[src/rtl/trap_pkg.sv]
// ---------------------------------------------------------------------------
// trap_pkg
// Shared definitions for the machine-mode trap controller: CSR addresses,
// synchronous exception cause codes, the CSR operation encoding, the
// controller state enum and a helper that legalises mtvec modes.
// No ports; imported by trap_csr_file and trap_unit_vec.
// ---------------------------------------------------------------------------
package trap_pkg;

  // Machine trap CSR addresses
  localparam logic [11:0] CSR_MSTATUS = 12'h300;
  localparam logic [11:0] CSR_MIE     = 12'h304;
  localparam logic [11:0] CSR_MTVEC   = 12'h305;
  localparam logic [11:0] CSR_MEPC    = 12'h341;
  localparam logic [11:0] CSR_MCAUSE  = 12'h342;
  localparam logic [11:0] CSR_MIP     = 12'h344;

  // Synchronous exception cause codes
  localparam logic [4:0] CAUSE_ILLEGAL_INST   = 5'd2;
  localparam logic [4:0] CAUSE_L_ACCESS_FAULT = 5'd5;
  localparam logic [4:0] CAUSE_S_ACCESS_FAULT = 5'd7;
  localparam logic [4:0] CAUSE_ECALL_M        = 5'd11;

  // Interrupt line i lives at mip/mie bit IRQ_BASE+i and uses cause IRQ_BASE+i
  localparam int IRQ_BASE = 16;

  // mstatus bit positions that are actually stored
  localparam int MSTATUS_MIE_BIT  = 3;
  localparam int MSTATUS_MPIE_BIT = 7;

  // mtvec mode field values
  localparam logic [1:0] MTVEC_DIRECT   = 2'b00;
  localparam logic [1:0] MTVEC_VECTORED = 2'b01;

  typedef enum logic [1:0] {
    CSR_WRITE = 2'b00,
    CSR_SET   = 2'b01,
    CSR_CLEAR = 2'b10,
    CSR_READ  = 2'b11
  } csr_op_e;

  typedef enum logic {
    ST_IDLE     = 1'b0,
    ST_REDIRECT = 1'b1
  } trap_state_e;

  // Reserved mtvec modes (1x) collapse to direct mode when written
  function automatic logic [1:0] legal_mtvec_mode(input logic [1:0] mode);
    return mode[1] ? MTVEC_DIRECT : mode;
  endfunction

endpackage

[src/rtl/trap_csr_file.sv]
// ---------------------------------------------------------------------------
// trap_csr_file
// Storage for the machine trap CSRs (mstatus, mie, mip, mtvec, mepc, mcause),
// the combinational read mux and the write/set/clear update logic. Trap entry
// and mret side effects are applied here when the controller requests them.
// Ports:
//   clk, rst         clock and synchronous active-high reset
//   i_irq            raw interrupt lines, sampled into mip every cycle
//   i_trap_take      trap entry this cycle (i_trap_cause / i_trap_epc valid)
//   i_mret_take      mret accepted this cycle
//   i_csr_we         CSR modify accepted this cycle (i_csr_op/addr/wdata)
//   o_rdata          old value of the CSR at i_csr_addr (0 if unimplemented)
//   o_mstatus_mie    mstatus.MIE
//   o_mie, o_mip     interrupt enable / pending registers
//   o_mtvec, o_mepc  trap vector base+mode, exception PC
// ---------------------------------------------------------------------------
module trap_csr_file
  import trap_pkg::*;
#(
  parameter int NUM_IRQ = 4,
  parameter int XLEN    = 32
) (
  input  logic               clk,
  input  logic               rst,
  input  logic [NUM_IRQ-1:0] i_irq,
  input  logic               i_trap_take,
  input  logic [XLEN-1:0]    i_trap_cause,
  input  logic [XLEN-1:0]    i_trap_epc,
  input  logic               i_mret_take,
  input  logic               i_csr_we,
  input  csr_op_e            i_csr_op,
  input  logic [11:0]        i_csr_addr,
  input  logic [XLEN-1:0]    i_csr_wdata,
  output logic [XLEN-1:0]    o_rdata,
  output logic               o_mstatus_mie,
  output logic [XLEN-1:0]    o_mie,
  output logic [XLEN-1:0]    o_mip,
  output logic [XLEN-1:0]    o_mtvec,
  output logic [XLEN-1:0]    o_mepc
);

  // Only the bits backed by a real interrupt line are writable in mie
  localparam logic [XLEN-1:0] IRQ_MASK =
    XLEN'(((64'd1 << NUM_IRQ) - 64'd1) << IRQ_BASE);

  logic            r_mstatus_mie;
  logic            r_mstatus_mpie;
  logic [XLEN-1:0] r_mie;
  logic [XLEN-1:0] r_mip;
  logic [XLEN-1:0] r_mtvec;
  logic [XLEN-1:0] r_mepc;
  logic [XLEN-1:0] r_mcause;
  logic [XLEN-1:0] w_mstatus;
  logic [XLEN-1:0] w_modified;

  // Assemble the architectural mstatus view; MPP is hardwired to machine mode
  always_comb begin
    w_mstatus                   = '0;
    w_mstatus[12:11]            = 2'b11;
    w_mstatus[MSTATUS_MPIE_BIT] = r_mstatus_mpie;
    w_mstatus[MSTATUS_MIE_BIT]  = r_mstatus_mie;
  end

  // Read mux returns the pre-update value so csrrw/csrrs/csrrc see the old CSR
  always_comb begin
    o_rdata = '0;
    case (i_csr_addr)
      CSR_MSTATUS: o_rdata = w_mstatus;
      CSR_MIE:     o_rdata = r_mie;
      CSR_MTVEC:   o_rdata = r_mtvec;
      CSR_MEPC:    o_rdata = r_mepc;
      CSR_MCAUSE:  o_rdata = r_mcause;
      CSR_MIP:     o_rdata = r_mip;
      default:     o_rdata = '0;
    endcase
  end

  // New CSR value for write / set / clear built from the old value
  always_comb begin
    w_modified = o_rdata;
    case (i_csr_op)
      CSR_WRITE: w_modified = i_csr_wdata;
      CSR_SET:   w_modified = o_rdata | i_csr_wdata;
      CSR_CLEAR: w_modified = o_rdata & ~i_csr_wdata;
      default:   w_modified = o_rdata;
    endcase
  end

  // Register update: trap entry beats mret beats a software CSR write; the
  // controller already guarantees at most one of them is requested, but the
  // ordering keeps the intent explicit. mip just tracks the irq lines.
  always_ff @(posedge clk) begin
    if (rst) begin
      r_mstatus_mie  <= 1'b0;
      r_mstatus_mpie <= 1'b0;
      r_mie          <= '0;
      r_mip          <= '0;
      r_mtvec        <= '0;
      r_mepc         <= '0;
      r_mcause       <= '0;
    end else begin
      r_mip <= XLEN'(i_irq) << IRQ_BASE;
      if (i_trap_take) begin
        r_mepc         <= i_trap_epc;
        r_mcause       <= i_trap_cause;
        r_mstatus_mpie <= r_mstatus_mie;
        r_mstatus_mie  <= 1'b0;
      end else if (i_mret_take) begin
        r_mstatus_mie  <= r_mstatus_mpie;
        r_mstatus_mpie <= 1'b1;
      end else if (i_csr_we) begin
        case (i_csr_addr)
          CSR_MSTATUS: begin
            r_mstatus_mie  <= w_modified[MSTATUS_MIE_BIT];
            r_mstatus_mpie <= w_modified[MSTATUS_MPIE_BIT];
          end
          CSR_MIE:    r_mie    <= w_modified & IRQ_MASK;
          CSR_MTVEC:  r_mtvec  <= {w_modified[XLEN-1:2],
                                   legal_mtvec_mode(w_modified[1:0])};
          CSR_MEPC:   r_mepc   <= w_modified;
          CSR_MCAUSE: r_mcause <= w_modified;
          default: ;
        endcase
      end
    end
  end

  assign o_mstatus_mie = r_mstatus_mie;
  assign o_mie         = r_mie;
  assign o_mip         = r_mip;
  assign o_mtvec       = r_mtvec;
  assign o_mepc        = r_mepc;

endmodule

[src/rtl/trap_unit_vec.sv]
// ---------------------------------------------------------------------------
// trap_unit_vec
// Machine-mode trap controller beside the MEM stage. Arbitrates synchronous
// exceptions, level interrupts, mret and CSR instructions, computes the
// direct/vectored trap target and drives pipeline flushes plus a one-cycle
// PC redirect.
// Ports:
//   clk, rst                      clock, synchronous active-high reset
//   csr_rw_in, csr_wsc_mode_in    CSR instruction valid and op (wr/set/clr/rd)
//   csr_w_imm_mux                 1 = zero-extended csr_w_data_imm operand
//   csr_rw_addr_in                CSR address
//   csr_w_data_reg/_imm           register / immediate operands
//   csr_r_data_out                old value of the addressed CSR
//   irq                           level interrupt requests
//   illegal_inst, l_access_fault,
//   s_access_fault, ecall_m       exceptions of the MEM instruction
//   mret                          mret in MEM
//   epc_cur, epc_next             PC of MEM instruction / next to commit
//   PC_redirect, redirect_mux     redirect target and select
//   reg_*_flush, RegWrite_cancel  pipeline flushes and writeback suppression
// ---------------------------------------------------------------------------
module trap_unit_vec
  import trap_pkg::*;
#(
  parameter int NUM_IRQ = 4,
  parameter int XLEN    = 32
) (
  input  logic               clk,
  input  logic               rst,
  input  logic               csr_rw_in,
  input  logic [1:0]         csr_wsc_mode_in,
  input  logic               csr_w_imm_mux,
  input  logic [11:0]        csr_rw_addr_in,
  input  logic [XLEN-1:0]    csr_w_data_reg,
  input  logic [4:0]         csr_w_data_imm,
  output logic [XLEN-1:0]    csr_r_data_out,
  input  logic [NUM_IRQ-1:0] irq,
  input  logic               illegal_inst,
  input  logic               l_access_fault,
  input  logic               s_access_fault,
  input  logic               ecall_m,
  input  logic               mret,
  input  logic [XLEN-1:0]    epc_cur,
  input  logic [XLEN-1:0]    epc_next,
  output logic [XLEN-1:0]    PC_redirect,
  output logic               redirect_mux,
  output logic               reg_FD_flush,
  output logic               reg_DE_flush,
  output logic               reg_EM_flush,
  output logic               reg_MW_flush,
  output logic               RegWrite_cancel
);

  localparam logic [XLEN-1:0] IRQ_MASK =
    XLEN'(((64'd1 << NUM_IRQ) - 64'd1) << IRQ_BASE);

  trap_state_e     r_state;
  trap_state_e     w_state_next;
  logic [XLEN-1:0] r_target;
  logic [XLEN-1:0] w_target_next;

  logic            w_exc;
  logic [4:0]      w_exc_code;
  logic [XLEN-1:0] w_irq_active;
  logic            w_irq_pend;
  logic [4:0]      w_irq_code;
  logic            w_idle;
  logic            w_trap_take;
  logic            w_mret_take;
  logic            w_csr_we;
  logic [XLEN-1:0] w_trap_cause;
  logic [XLEN-1:0] w_trap_epc;
  logic [XLEN-1:0] w_csr_wdata;
  logic [XLEN-1:0] w_vec_base;
  logic [XLEN-1:0] w_vector;

  logic            w_mstatus_mie;
  logic [XLEN-1:0] w_mie;
  logic [XLEN-1:0] w_mip;
  logic [XLEN-1:0] w_mtvec;
  logic [XLEN-1:0] w_mepc;

  // Fixed-priority exception select: illegal > ecall > store fault > load fault
  always_comb begin
    w_exc      = illegal_inst | ecall_m | s_access_fault | l_access_fault;
    w_exc_code = CAUSE_L_ACCESS_FAULT;
    if (illegal_inst)        w_exc_code = CAUSE_ILLEGAL_INST;
    else if (ecall_m)        w_exc_code = CAUSE_ECALL_M;
    else if (s_access_fault) w_exc_code = CAUSE_S_ACCESS_FAULT;
  end

  // Interrupt select: scan from the top down so the lowest active line wins
  always_comb begin
    w_irq_active = w_mie & w_mip & IRQ_MASK;
    w_irq_pend   = w_mstatus_mie && (|w_irq_active);
    w_irq_code   = 5'(IRQ_BASE);
    for (int i = NUM_IRQ - 1; i >= 0; i--) begin
      if (w_irq_active[IRQ_BASE + i]) w_irq_code = 5'(IRQ_BASE + i);
    end
  end

  // Arbitration: exception > interrupt > mret > CSR op, and nothing is
  // accepted outside IDLE or while reset is asserted
  always_comb begin
    w_idle       = (r_state == ST_IDLE) && !rst;
    w_trap_take  = w_idle && (w_exc || w_irq_pend);
    w_mret_take  = w_idle && !(w_exc || w_irq_pend) && mret;
    w_csr_we     = w_idle && !(w_exc || w_irq_pend) && !mret && csr_rw_in &&
                   (csr_op_e'(csr_wsc_mode_in) != CSR_READ);
    w_trap_cause = w_exc ? XLEN'(w_exc_code)
                         : {1'b1, (XLEN-1)'(w_irq_code)};
    w_trap_epc   = w_exc ? epc_cur : epc_next;
    w_csr_wdata  = csr_w_imm_mux ? XLEN'(csr_w_data_imm) : csr_w_data_reg;
  end

  // Trap target: vectored mode only offsets interrupts, exceptions use base
  always_comb begin
    w_vec_base = w_mtvec & ~XLEN'(3);
    w_vector   = w_vec_base;
    if (w_mtvec[1:0] == MTVEC_VECTORED && !w_exc)
      w_vector = w_vec_base + XLEN'({w_trap_cause[4:0], 2'b00});
  end

  trap_csr_file #(
    .NUM_IRQ (NUM_IRQ),
    .XLEN    (XLEN)
  ) u_csr_file (
    .clk           (clk),
    .rst           (rst),
    .i_irq         (irq),
    .i_trap_take   (w_trap_take),
    .i_trap_cause  (w_trap_cause),
    .i_trap_epc    (w_trap_epc),
    .i_mret_take   (w_mret_take),
    .i_csr_we      (w_csr_we),
    .i_csr_op      (csr_op_e'(csr_wsc_mode_in)),
    .i_csr_addr    (csr_rw_addr_in),
    .i_csr_wdata   (w_csr_wdata),
    .o_rdata       (csr_r_data_out),
    .o_mstatus_mie (w_mstatus_mie),
    .o_mie         (w_mie),
    .o_mip         (w_mip),
    .o_mtvec       (w_mtvec),
    .o_mepc        (w_mepc)
  );

  // State and latched redirect target
  always_ff @(posedge clk) begin
    if (rst) begin
      r_state  <= ST_IDLE;
      r_target <= '0;
    end else begin
      r_state  <= w_state_next;
      r_target <= w_target_next;
    end
  end

  // Next state and pipeline controls; reset forces every control low, which
  // also abandons a redirect that was in flight
  always_comb begin
    w_state_next    = ST_IDLE;
    w_target_next   = r_target;
    PC_redirect     = '0;
    redirect_mux    = 1'b0;
    reg_FD_flush    = 1'b0;
    reg_DE_flush    = 1'b0;
    reg_EM_flush    = 1'b0;
    reg_MW_flush    = 1'b0;
    RegWrite_cancel = 1'b0;
    if (!rst) begin
      case (r_state)
        ST_IDLE: begin
          if (w_trap_take) begin
            w_state_next    = ST_REDIRECT;
            w_target_next   = w_vector;
            reg_FD_flush    = 1'b1;
            reg_DE_flush    = 1'b1;
            reg_EM_flush    = 1'b1;
            reg_MW_flush    = w_exc;
            RegWrite_cancel = w_exc;
          end else if (w_mret_take) begin
            w_state_next  = ST_REDIRECT;
            w_target_next = w_mepc;
            reg_FD_flush  = 1'b1;
            reg_DE_flush  = 1'b1;
            reg_EM_flush  = 1'b1;
          end
        end
        ST_REDIRECT: begin
          w_state_next = ST_IDLE;
          redirect_mux = 1'b1;
          PC_redirect  = r_target;
          reg_FD_flush = 1'b1;
          reg_DE_flush = 1'b1;
          reg_EM_flush = 1'b1;
        end
        default: w_state_next = ST_IDLE;
      endcase
    end
  end

endmodule
[config.mk]
export PLATFORM = sky130hd
export DESIGN_NAME = trap_unit_vec
export DESIGN_NICKNAME = d
export VERILOG_FILES = /design/src/rtl/trap_pkg.sv /design/src/rtl/trap_csr_file.sv /design/src/rtl/trap_unit_vec.sv
export SDC_FILE = /design/constraint.sdc
export NUM_CORES = 1
export LEC_CHECK = 0
export BUFFER_PORTS_ARGS = -buffer_cell sky130_fd_sc_hd__buf_2
export CORE_MARGIN = 4
export CORE_UTILIZATION = 40
export CTS_CLUSTER_SIZE = 25
export DETAILED_ROUTE_END_ITERATION = 12
export SETUP_SLACK_MARGIN = 0.2
export SLEW_MARGIN = 20
export SYNTH_ARGS = -nofsm -noshare
export SYNTH_HDL_FRONTEND = slang
export SYNTH_HIERARCHICAL = 1
export SYNTH_SLANG_ARGS = --single-unit
[constraint.sdc]
create_clock -name clk -period 4.3 [get_ports clk]
set_clock_uncertainty 0.1 [all_clocks]
set_input_delay 1.075 -clock clk [delete_from_list [all_inputs] [get_ports clk]]
set_output_delay 1.075 -clock clk [all_outputs]
set_load 0.01 [all_outputs]
-- Word level (Yosys, flattened, before mapping)
Cells that the tools add are included.
- $add $sub $neg: 1
- equality and inequality tests: 11
- muxes and demuxes: 43
- bitwise operators: 10
- reductions and logical operators: 32
- operators by type and width (kind ; number):
    2-to-1 mux 32 bit ; 16
    case mux 32 bit (6 select lines) ; 1
    case mux 32 bit (3 select lines) ; 1
    equality test 12 x 10 -> 1 bit, second input constant ; 6
    adder 32 x 7 -> 32 bit ; 1
    bitwise AND 32 bit ; 1
    NOT 32 bit ; 1
    bitwise OR 32 bit ; 1
    bitwise AND 20 bit ; 1
    2-to-1 mux 5 bit ; 4
    2-to-1 mux 1 bit ; 16
    nonzero test 2 bit ; 6
    logical AND 1 bit ; 9
    AND reduction 4 bit ; 2
    AND reduction 2 bit ; 3
    AND reduction 3 bit ; 2
    nonzero test 3 bit ; 2
    equality test 2 x 1 -> 1 bit, second input constant ; 2
    logical NOT 1 bit ; 4
    2-to-1 mux 2 bit ; 2
    2-to-1 mux 4 bit ; 1
    case mux 1 bit (2 select lines) ; 2
    OR reduction 4 bit ; 1
    NOT 1 bit ; 3
    7 further kinds ; 9
- register bits after elaboration: 139
- logic and storage cells: 106

-- Logic depth before layout (Yosys ltp)
Gate-level depths: netlist of the first run.
- word-level depth: 12
- mapped depth: 14
- depth with buffers taken out: 13

-- By module
The synthesis of the first run kept the hierarchy.
- by module, submodules not included (module ; times used ; cells an instance ; area an instance (um2) ; sequential area each (um2)):
    trap_csr_file ; 1 ; 826 ; 6598.8 ; 2102.0
    trap_unit_vec ; 1 ; 410 ; 3210.6 ; 660.6

-- Least setup slack after synthesis of the first run
Ideal clock, no wire load.
- kind: input port to flip-flop
- start point: in illegal_inst
- end point: reg r_target[18]
- data arrival time: 3.627 ns
- slack: 0.488 ns
- stages: 14
- buffers on the path: 3
- cells stage by stage: nor4_4 > clkbuf_1 > buf_2 > a21oi_1 > ha_1 > inv_1 > fa_1 > nor2b_1 > o2111a_1 > o21ai_2 > buf_2 > nor2_1 > xnor2_1 > a211oi_1
- elaborated cells between the ends (all ways): 17
- those cells by class: add/sub: 1; mux: 4; bitwise: 3; reduce/logical: 9
- RTL lines (item ; RTL line ; RTL):
    start, declared ; trap_unit_vec.sv:38 ; input logic illegal_inst,
    bitwise OR 1 bit (3 in series) ; trap_unit_vec.sv:85 ; w_exc = illegal_inst | ecall_m | s_access_fault | l_access_fault;
    2-to-1 mux 32 bit * ; trap_unit_vec.sv:110 ; w_trap_cause = w_exc ? XLEN'(w_exc_code)
    via w_trap_cause[0] ; trap_unit_vec.sv:71 ; logic [XLEN-1:0] w_trap_cause;
    adder 32 x 7 -> 32 bit * ; trap_unit_vec.sv:121 ; w_vector = w_vec_base + XLEN'({w_trap_cause[4:0], 2'b00});
    2-to-1 mux 32 bit * ; trap_unit_vec.sv:120 ; if (w_mtvec[1:0] == MTVEC_VECTORED && !w_exc)
    2-to-1 mux 32 bit * ; trap_unit_vec.sv:173 ; if (w_trap_take) begin
    end signal, assigned ; trap_unit_vec.sv:154 ; r_target <= w_target_next;
    end, declared ; trap_unit_vec.sv:59 ; logic [XLEN-1:0] r_target;
The timed path passes the listed nets; every way through them passes the cells marked *.
A chain may end at the register's enable or synchronous reset.

-- Final worst setup path of the first run
- start point: in csr_rw_addr_in[5]
- end point: out csr_r_data_out[9]
- longest elaborated chain between the ends: 2
- elaborated cells between the ends (all ways): 7
- those cells by class: eq/ne: 6; mux: 1
- RTL lines (item ; RTL line ; RTL):
    start, declared ; trap_unit_vec.sv:33 ; input logic [11:0] csr_rw_addr_in,
    equality test 12 x 10 -> 1 bit ; trap_csr_file.sv:67 ; case (i_csr_addr)
    case mux 32 bit (6 select lines) * ; trap_csr_file.sv:67 ;
    end, declared ; trap_unit_vec.sv:36 ; output logic [XLEN-1:0] csr_r_data_out,
Mark *: on every way between the ends. The rest lies on a longest branch, timed or not.

==> results.sh, run 1 <==
export IMPL_status="finished clean"
export IMPL_slew_headroom=0.4401
export IMPL_vias_per_cell=5.955
export IMPL_rsz0062_at_grt="false"
export IMPL_die_width_um=161.2
export IMPL_overflow=0
export IMPL_final_cell_mix="196 x buf_2, 138 x dfxtp_1, 113 x nand2_1"
export IMPL_cts_resized=0
export IMPL_final_area_um2=11360
export IMPL_cts_sinks=138
export IMPL_cts_hold_buf=0
export IMPL_cp_cell_sequence="buf_2 -> or4_4 -> nor3_4 -> buf_12 -> a22o_1 -> a21o_1 -> buf_2"
export IMPL_clk_insertion_delay_late_ns=0.43
export IMPL_antenna_left=0
export IMPL_grt_usage=0.2669
export IMPL_start_util=0.4110
export IMPL_wirelength_um=36100
export IMPL_gp_congestion=0.9468
export IMPL_drtIter0Drc=1103
export IMPL_root_buffer="clkbuf_16"
export IMPL_pin_count=198
export IMPL_cp_required_ns=3.12
export IMPL_cap_violations=0
export IMPL_multi_input_area_um2=6121
export IMPL_cts_setup_buffers=0
export IMPL_critPathLaunchType="primary input"
export IMPL_netlist_instances=1180
export IMPL_diodes=0
export IMPL_p_per_area_nw_per_um2=303.2
export IMPL_tightest_slew_ns=0.8373
export IMPL_fillers=2333
export IMPL_grt_pass1_wl_um=54390
export IMPL_firstDrtPassIters=6
export IMPL_ys_warn_count=6
export IMPL_die_area_um2=25990
export IMPL_fp_row_count=55
export IMPL_die_h_um=161.2
export IMPL_setup_viol=0
export IMPL_setup_tns_ns=0
export IMPL_cts_buffer_depth=2
export IMPL_fmax_mhz=253.0
export IMPL_grt_pass1_vias=9118
export IMPL_cp_common_cell="buf_2"
export IMPL_hold_class="flop to flop"
export IMPL_port_buffers=197
export IMPL_cts_htree_levels=4
export IMPL_hold_violations=0
export IMPL_fin_nets=1489
export IMPL_p_leak_nw=4.540
export IMPL_routedWlPerCell_um=21.47
export IMPL_grt_max_degree=131
export IMPL_worstPathMaxFanout=40
export IMPL_vias=10010
export IMPL_final_max_slew_viol_count=0
export IMPL_critPathSlowestCell="or4_4"
export IMPL_clk_pin_slew_ns=0.06
export IMPL_dp_hpwl_um=25740
export IMPL_place_area_um2=10780
export IMPL_synth_cell_area_um2=9389
export IMPL_ff_latch_area_um2=2763
export IMPL_antenna_found_initial=0
export IMPL_mostFrequentLayoutCell="buf_2"
export IMPL_min_period_over_period=0.9191
export IMPL_critPathCaptureType="primary output"
export IMPL_slowest_delay_ns=0.58
export IMPL_tritoncts="done"
export IMPL_cts_made_buffers=17
export IMPL_area_delta_synth_final_pct=20.95
export IMPL_vdd_ir_drop_worst_v=0.0001864
export IMPL_layout_drive_gt1_share=0.2654
export IMPL_core_area_um2=22850
export IMPL_fin_crit_ns=3.952
export IMPL_drc=0
export IMPL_critical_path_class="primary input to primary output"
export IMPL_arrival_ns=2.78
export IMPL_syn_avg_cell_area_um2=7.957
[critical path: cells and delay by family]
kind	cells	cell delay (ns)
simple gates	2	0.80
buf+inv	3	0.50
compound gates	2	0.35
[flip-flops by register name (all words and copies together), names as in the netlist]
register and count:
r_target 32, u_csr_file/o_mstatus_mie 1, u_csr_file/o_mtvec 31, u_csr_file/o_mie 4, u_csr_file/o_mip 4, u_csr_file/r_mcause 32, u_csr_file/o_mepc 32, u_csr_file/r_mstatus_mpie 1
r_state 1
[cell type report]
class,instances,share of cell area
sequential,138,0.2433
tap,313,0.03449
clock inverter,14,0.01311
multi-input combinational,929,0.5390
clock buffer,18,0.03779
timing repair buffer,235,0.1210
inverter,34,0.01135
[per-layer routing]
layer  global-route usage  part of all wire  up-vias
met4              0.07251             0.018        0
met2               0.3989              0.43      518
met1               0.3890              0.45     4708
li1                     -                 -     4739
met3              0.05741              0.10       46
met5                    0                 0        -
[path summary, 6_finish.rpt]
check	slack (ns)	depth (start not counted)	start	to
worst min register to register	0.38	2	r_target[2]	r_target[2]
worst max register to register	0.85	12	u_csr_file/o_mie[19]	r_target[30]
worst max-delay path	0.35	7	csr_rw_addr_in[5]	csr_r_data_out[9]
worst min-delay path	0.38	2	r_target[2]	r_target[2]
[power breakdown]
part	switching (mW)	internal (mW)	leakage (nW)
registers	0.0780	1.36	1.13
logic	0.310	0.235	3.13
clock network	0.606	0.856	0.284
total	0.994	2.45	4.54
[metrics by stage]
stage / utilization / setup WS [ns] / power, mW / std cells / hold slack (ns)
floorplan: - / 0.4879 / 1.782 / 1205 / 0.3415
global placement: 0.4717 / 0.3729 / 1.989 / 1649 / 0.3735
detailed placement: 0.4717 / 0.3093 / 1.996 / 1649 / 0.3735
CTS: 0.4970 / 0.3604 / 3.447 / 1681 / 0.3845
global route: 0.4970 / 0.2709 / 3.571 / 1681 / 0.3978
finish: 0.4970 / 0.3480 / 3.443 / 1681 / 0.3834
No activity file was read; power rests on OpenSTA's default activity.
==> inputs of run 2 (changes only) <==
- ABC_AREA: default -> 1
- MAX_ROUTING_LAYER: default -> met4
- clock period: 4.3 -> 3.8 ns (I/O delays scaled with it)
==> run 2 against run 1 <==
Sequential share of layout area is 1.0 points lower. Synthesized cell count is 42% higher. Critical path depth is 3 higher. Total power is 14% higher. Clock power is 18% higher. Core utilization is 1.4 points lower. Global-route usage is 0.74 points higher. Critical path type unchanged. Largest power group unchanged. Die area is 6.8% higher. Register-to-register slack worse by 0.15 ns. First-iteration DRC count is 24% lower. Non-clock buffer count is 8 lower.
==> results.sh, run 2 <==
export IMPL_port_buffers=197
export IMPL_critPathCaptureType="primary output"
export IMPL_area_delta_synth_final_pct=17.71
export IMPL_netlist_instances=1676
export IMPL_p_leak_nw=5.947
export IMPL_hold_start="r_target[11]"
export IMPL_final_max_slew_viol_count=0
export IMPL_hold_violations=0
export IMPL_cts_made_buffers=17
export IMPL_routedWlPerCell_um=17.14
export IMPL_pin_count=198
export IMPL_critPathLaunchType="primary input"
export IMPL_layout_drive_gt1_share=0.2036
export IMPL_vdd_ir_drop_worst_v=0.0001873
export IMPL_cts_buffer_depth=2
export IMPL_r2r_end="r_target[30]"
export IMPL_start_util=0.4103
export IMPL_fp_row_count=57
export IMPL_fillers=2735
export IMPL_core_area_um2=24530
export IMPL_worst_slack_ns=0.3881
export IMPL_die_area_um2=27770
export IMPL_fin_crit_ns=3.412
export IMPL_tightest_slew_ns=0.9638
export IMPL_instances_no_fill=2191
export IMPL_antenna_found_initial=1
export IMPL_grt_pass1_wl_um=59090
export IMPL_cap_violations=0
export IMPL_fin_nets=1987
export IMPL_cts_sinks=138
export IMPL_hold_depth=2
export IMPL_p_per_area_nw_per_um2=330.0
export IMPL_dp_cells=2158
export IMPL_final_cell_mix="553 x nand2_1, 196 x buf_2, 157 x inv_1"
export IMPL_timing_rr_start="u_csr_file/o_mip[19]"
export IMPL_fmax_mhz=293.1
export IMPL_die_width_um=166.6
export IMPL_wirelength_um=37550
export IMPL_cp_top_family="simple AND/OR/NAND/NOR gates"
export IMPL_pre_cts_ws_ns=0.2771
export IMPL_dp_hpwl_um=28130
export IMPL_hold_end="r_target[11]"
export IMPL_tritoncts="done"
export IMPL_grt_max_degree=97
export IMPL_synth_cell_area_um2=10070
export IMPL_rsz0062_at_grt="false"
export IMPL_status="finished clean"
export IMPL_gp_congestion=0.9745
export IMPL_antenna_left=0
export IMPL_cts_setup_buffers=0
export IMPL_cts_hold_buf=0
export IMPL_worstSetupPathDepth=10
export IMPL_drc=0
export IMPL_firstDrtPassIters=5
export IMPL_hold_class="flop to flop"
export IMPL_critical_path_class="primary input to primary output"
export IMPL_grt_pass1_vias=10280
export IMPL_worstPathMaxFanout=24
export IMPL_cp_required_ns=2.75
export IMPL_arrival_ns=2.36
export IMPL_power_total_mw=3.910
export IMPL_vias_per_cell=5.112
export IMPL_setup_viol=0
export IMPL_die_h_um=166.6
export IMPL_reg2regPathDepth=16
export IMPL_slew_headroom=0.3575
export IMPL_drtIter0Drc=837
export IMPL_clk_pin_slew_ns=0.06
export IMPL_slowest_delay_ns=0.38
export IMPL_startpoint="csr_rw_addr_in[6]"
export IMPL_mostFrequentLayoutCell="nand2_1"
export IMPL_ys_warn_count=6
export IMPL_min_period_over_period=0.8979
export IMPL_crit_buf_inv=4
export IMPL_root_buffer="clkbuf_16"
export IMPL_critPathSlowestCell="clkinv_2"
export IMPL_grt_usage=0.2743
export IMPL_cp_cell_sequence="buf_2 -> inv_1 -> nor2_1 -> nand2_1 -> nor2_8 -> nand2_4 -> clkinv_2 -> nand2_1 -> nand3_2 -> buf_2"
export IMPL_r2r_slack_ns=0.70
export IMPL_overflow=0
export IMPL_clk_insertion_delay_late_ns=0.44
export IMPL_cts_htree_levels=4
export IMPL_setup_tns_ns=0
export IMPL_vias=11200
export IMPL_syn_avg_cell_area_um2=6.006
run 2: cell type report:
class                           count  area [um2]  area share
Antenna cell                        1       2.502   0.0002112
Inverter                          188       716.9     0.06051
Multi-Input combinational cell   1281        6127      0.5171
Sequential cell                   138        2763      0.2332
Clock inverter                     13       155.1     0.01309
Timing Repair Buffer              227        1226      0.1035
Tap cell                          324       405.4     0.03421
Clock buffer                       19       452.9     0.03823
run 2: how the worst max path moves through the flow:
stage / slack [ns] / end
final: 0.39 / csr_r_data_out[4]
after global routing: 0.25 / csr_r_data_out[12]
after CTS: 0.38 / csr_r_data_out[12]
after detailed placement: 0.28 / r_target[30]
after global placement: 0.29 / r_target[30]
after floorplan: 0.63 / reg_EM_flush
run 2: repair_timing:
action / in CTS / in global routing
endpoints found under the setup margin: 0 / 2
resized for setup: 0 / 1
endpoints found under the hold margin: 0 / 0
run 2: power breakdown:
group | switching, mW | total (mW) | internal (mW)
clock | 0.718 | 1.73 | 1.02
sequential | 0.0592 | 1.58 | 1.52
combinational | 0.397 | 0.596 | 0.200
total | 1.17 | 3.91 | 2.74
run 2: metrics by stage:
step	util	hold slack [ns]	area [um2]
finish	0.4830	0.3674	11850
global route	0.4830	0.3888	11850
CTS	0.4827	0.3678	11840
detailed placement	0.4579	0.3577	11230
global placement	0.4579	0.3538	11230
floorplan	-	0.3431	10160
run 2: layer usage:
metal  vias up  share of wire  track usage  wire (um)
li1       5631              -            -          -
met1      5066           0.48       0.4029      18130
met2       470           0.42       0.4005      15890
met3        33          0.081      0.04480       3039
met4         0          0.013      0.05194        487
met5         -              0            -          0
run 2: worst register-to-register path: cells and delay by family (launching register included):
kind                       cells  cell delay (ns)
DFF                            1             0.38
and+or+nand+nor               10             1.29
adders and majority gates      2             0.66
AOI/OAI and AO/OA              2             0.42
buffers and inverters          2             0.18
==> inputs of run 3 (changes only) <==
- MAX_ROUTING_LAYER: met4 -> default
==> run 3 against run 2 <==
Design area up 0.32%. Combinational power about the same. Non-clock buffer count grew 2. Via count shrank 0.17%. Worst hold slack worse by 0.0018 ns. Die area stayed put. Count of clock-buffer cells in the layout did not move. First-iteration DRC count grew 28%. Critical path depth fell by 1. Maximum frequency is 0.41% lower. Critical endpoint is now csr_r_data_out[3].
==> results.sh, run 3 (same netlist as run 2, synthesis figures left out) <==
export IMPL_pin_count=198
export IMPL_area_delta_synth_final_pct=18.09
export IMPL_tritoncts="done"
export IMPL_cts_setup_buffers=0
export IMPL_antenna_left=0
export IMPL_dp_hpwl_um=28120
export IMPL_drc=0
export IMPL_final_max_slew_viol_count=0
export IMPL_grt_pass1_vias=10230
export IMPL_vias_per_cell=5.101
export IMPL_grt_max_degree=97
export IMPL_start_util=0.4103
export IMPL_cp_required_ns=2.75
export IMPL_fillers=2635
export IMPL_p_leak_nw=5.976
export IMPL_routedWlPerCell_um=17.13
export IMPL_critPathSlowestCell="buf_4"
export IMPL_final_cell_mix="553 x nand2_1, 196 x buf_2, 157 x inv_1"
export IMPL_cp_cell_sequence="buf_2 -> nor2_1 -> nand2_2 -> nor2_4 -> buf_4 -> nand2_1 -> o21ai_1 -> or2_2 -> buf_2"
export IMPL_cts_sinks=138
export IMPL_grt_pass1_wl_um=58660
export IMPL_firstDrtPassIters=5
export IMPL_cp_common_cell="buf_2"
export IMPL_vdd_ir_drop_worst_v=0.0002856
export IMPL_die_h_um=166.6
export IMPL_critPathLaunchType="primary input"
export IMPL_clk_pin_slew_ns=0.06
export IMPL_status="finished clean"
export IMPL_die_area_um2=27770
export IMPL_hold_violations=0
export IMPL_rsz0062_at_grt="false"
export IMPL_wirelength_um=37540
export IMPL_final_core_util=0.4845
export IMPL_diodes=0
export IMPL_cts_htree_levels=4
export IMPL_slew_headroom=0.5153
export IMPL_gp_congestion=0.9253
export IMPL_worstPathMaxFanout=13
export IMPL_setup_viol=0
export IMPL_fin_crit_ns=3.426
export IMPL_antenna_found_initial=1
export IMPL_critPathCaptureType="primary output"
export IMPL_reg2regPathDepth=15
export IMPL_port_buffers=197
export IMPL_tightest_slew_ns=0.7270
export IMPL_arrival_ns=2.38
export IMPL_layout_drive_gt1_share=0.2040
export IMPL_vias=11180
export IMPL_cts_made_buffers=17
export IMPL_die_width_um=166.6
export IMPL_power_total_mw=4.009
export IMPL_cap_violations=0
export IMPL_r2r_slack_ns=0.67
export IMPL_min_period_over_period=0.9016
export IMPL_hold_class="flop to flop"
export IMPL_overflow=0
export IMPL_setup_tns_ns=0
export IMPL_p_per_area_nw_per_um2=337.2
export IMPL_critical_path_class="primary input to primary output"
export IMPL_root_buffer="clkbuf_16"
export IMPL_hold_depth=2
export IMPL_slowest_delay_ns=0.23
export IMPL_drtIter0Drc=1071
export IMPL_fmax_mhz=291.9
export IMPL_core_area_um2=24530
export IMPL_mostFrequentLayoutCell="nand2_1"
export IMPL_clk_insertion_delay_late_ns=0.43
export IMPL_fin_nets=1989
export IMPL_grt_usage=0.2644
export IMPL_cts_buffer_depth=2
export IMPL_fp_row_count=57
-- run 3: cell types whose count changed in the layout (fill, tap and decap cells not counted), sizes merged --
cell	before	now
buf	227	229
bufinv	2	4
clkinv	24	25
clkinvlp	3	1
diode	1	0
inv	172	171
-- run 3: worst paths after layout --
check                            start                 to
hold reg to reg           r_target[16]       r_target[16]
hold / removal            r_target[16]       r_target[16]
setup / recovery    csr_rw_addr_in[11]  csr_r_data_out[3]
setup reg to reg  u_csr_file/o_mip[19]       r_target[14]
-- run 3: final cells by class --
class	instances	area (um2)	share of cell area
clock buffers	19	442.9	0.03726
clock inverters	13	190.2	0.01600
inverters	188	716.9	0.06032
multi-input cells	1281	6127	0.5155
flip-flops and latches	138	2763	0.2324
well taps	324	405.4	0.03411
repair buffers	229	1241	0.1044
-- run 3: worst max-delay path: cells and delay by family --
kind            cells  cell delay, ns
simple gates        5            0.76
buf+inv             3            0.44
compound gates      1            0.21
-- run 3: power by group --
group          switching (mW)  internal [mW]
clock network           0.707           1.12
logic                   0.392          0.202
registers              0.0632           1.52
total                    1.16           2.85
-- run 3: timing repair --
| item | in CTS | in global routing |
|---|---|---|
| setup endpoints to repair | 0 | 1 |
| resized for setup | 0 | 1 |
| hold buffers | 0 | 0 |
-- run 3: stage by stage --
| stage | setup slack [ns] | cells | hold slack [ns] | cell area [um2] |
|---|---|---|---|---|
| finish | 0.3740 | 2192 | 0.3655 | 11890 |
| global route | 0.2401 | 2192 | 0.3786 | 11890 |
| CTS | 0.3642 | 2192 | 0.3657 | 11880 |
| detailed placement | 0.2532 | 2160 | 0.3558 | 11250 |
| global placement | 0.2669 | 2160 | 0.3550 | 11250 |
| floorplan | 0.6337 | 1701 | 0.3431 | 10160 |
-- run 3: metal layers --
metal  vias up  GRT usage  wire length, um
li1       5627          -                -
met1      5036     0.3894            17570
met2       473     0.3956            15690
met3        43    0.06281             3714
met4         2    0.05301              550
met5         -          0               13
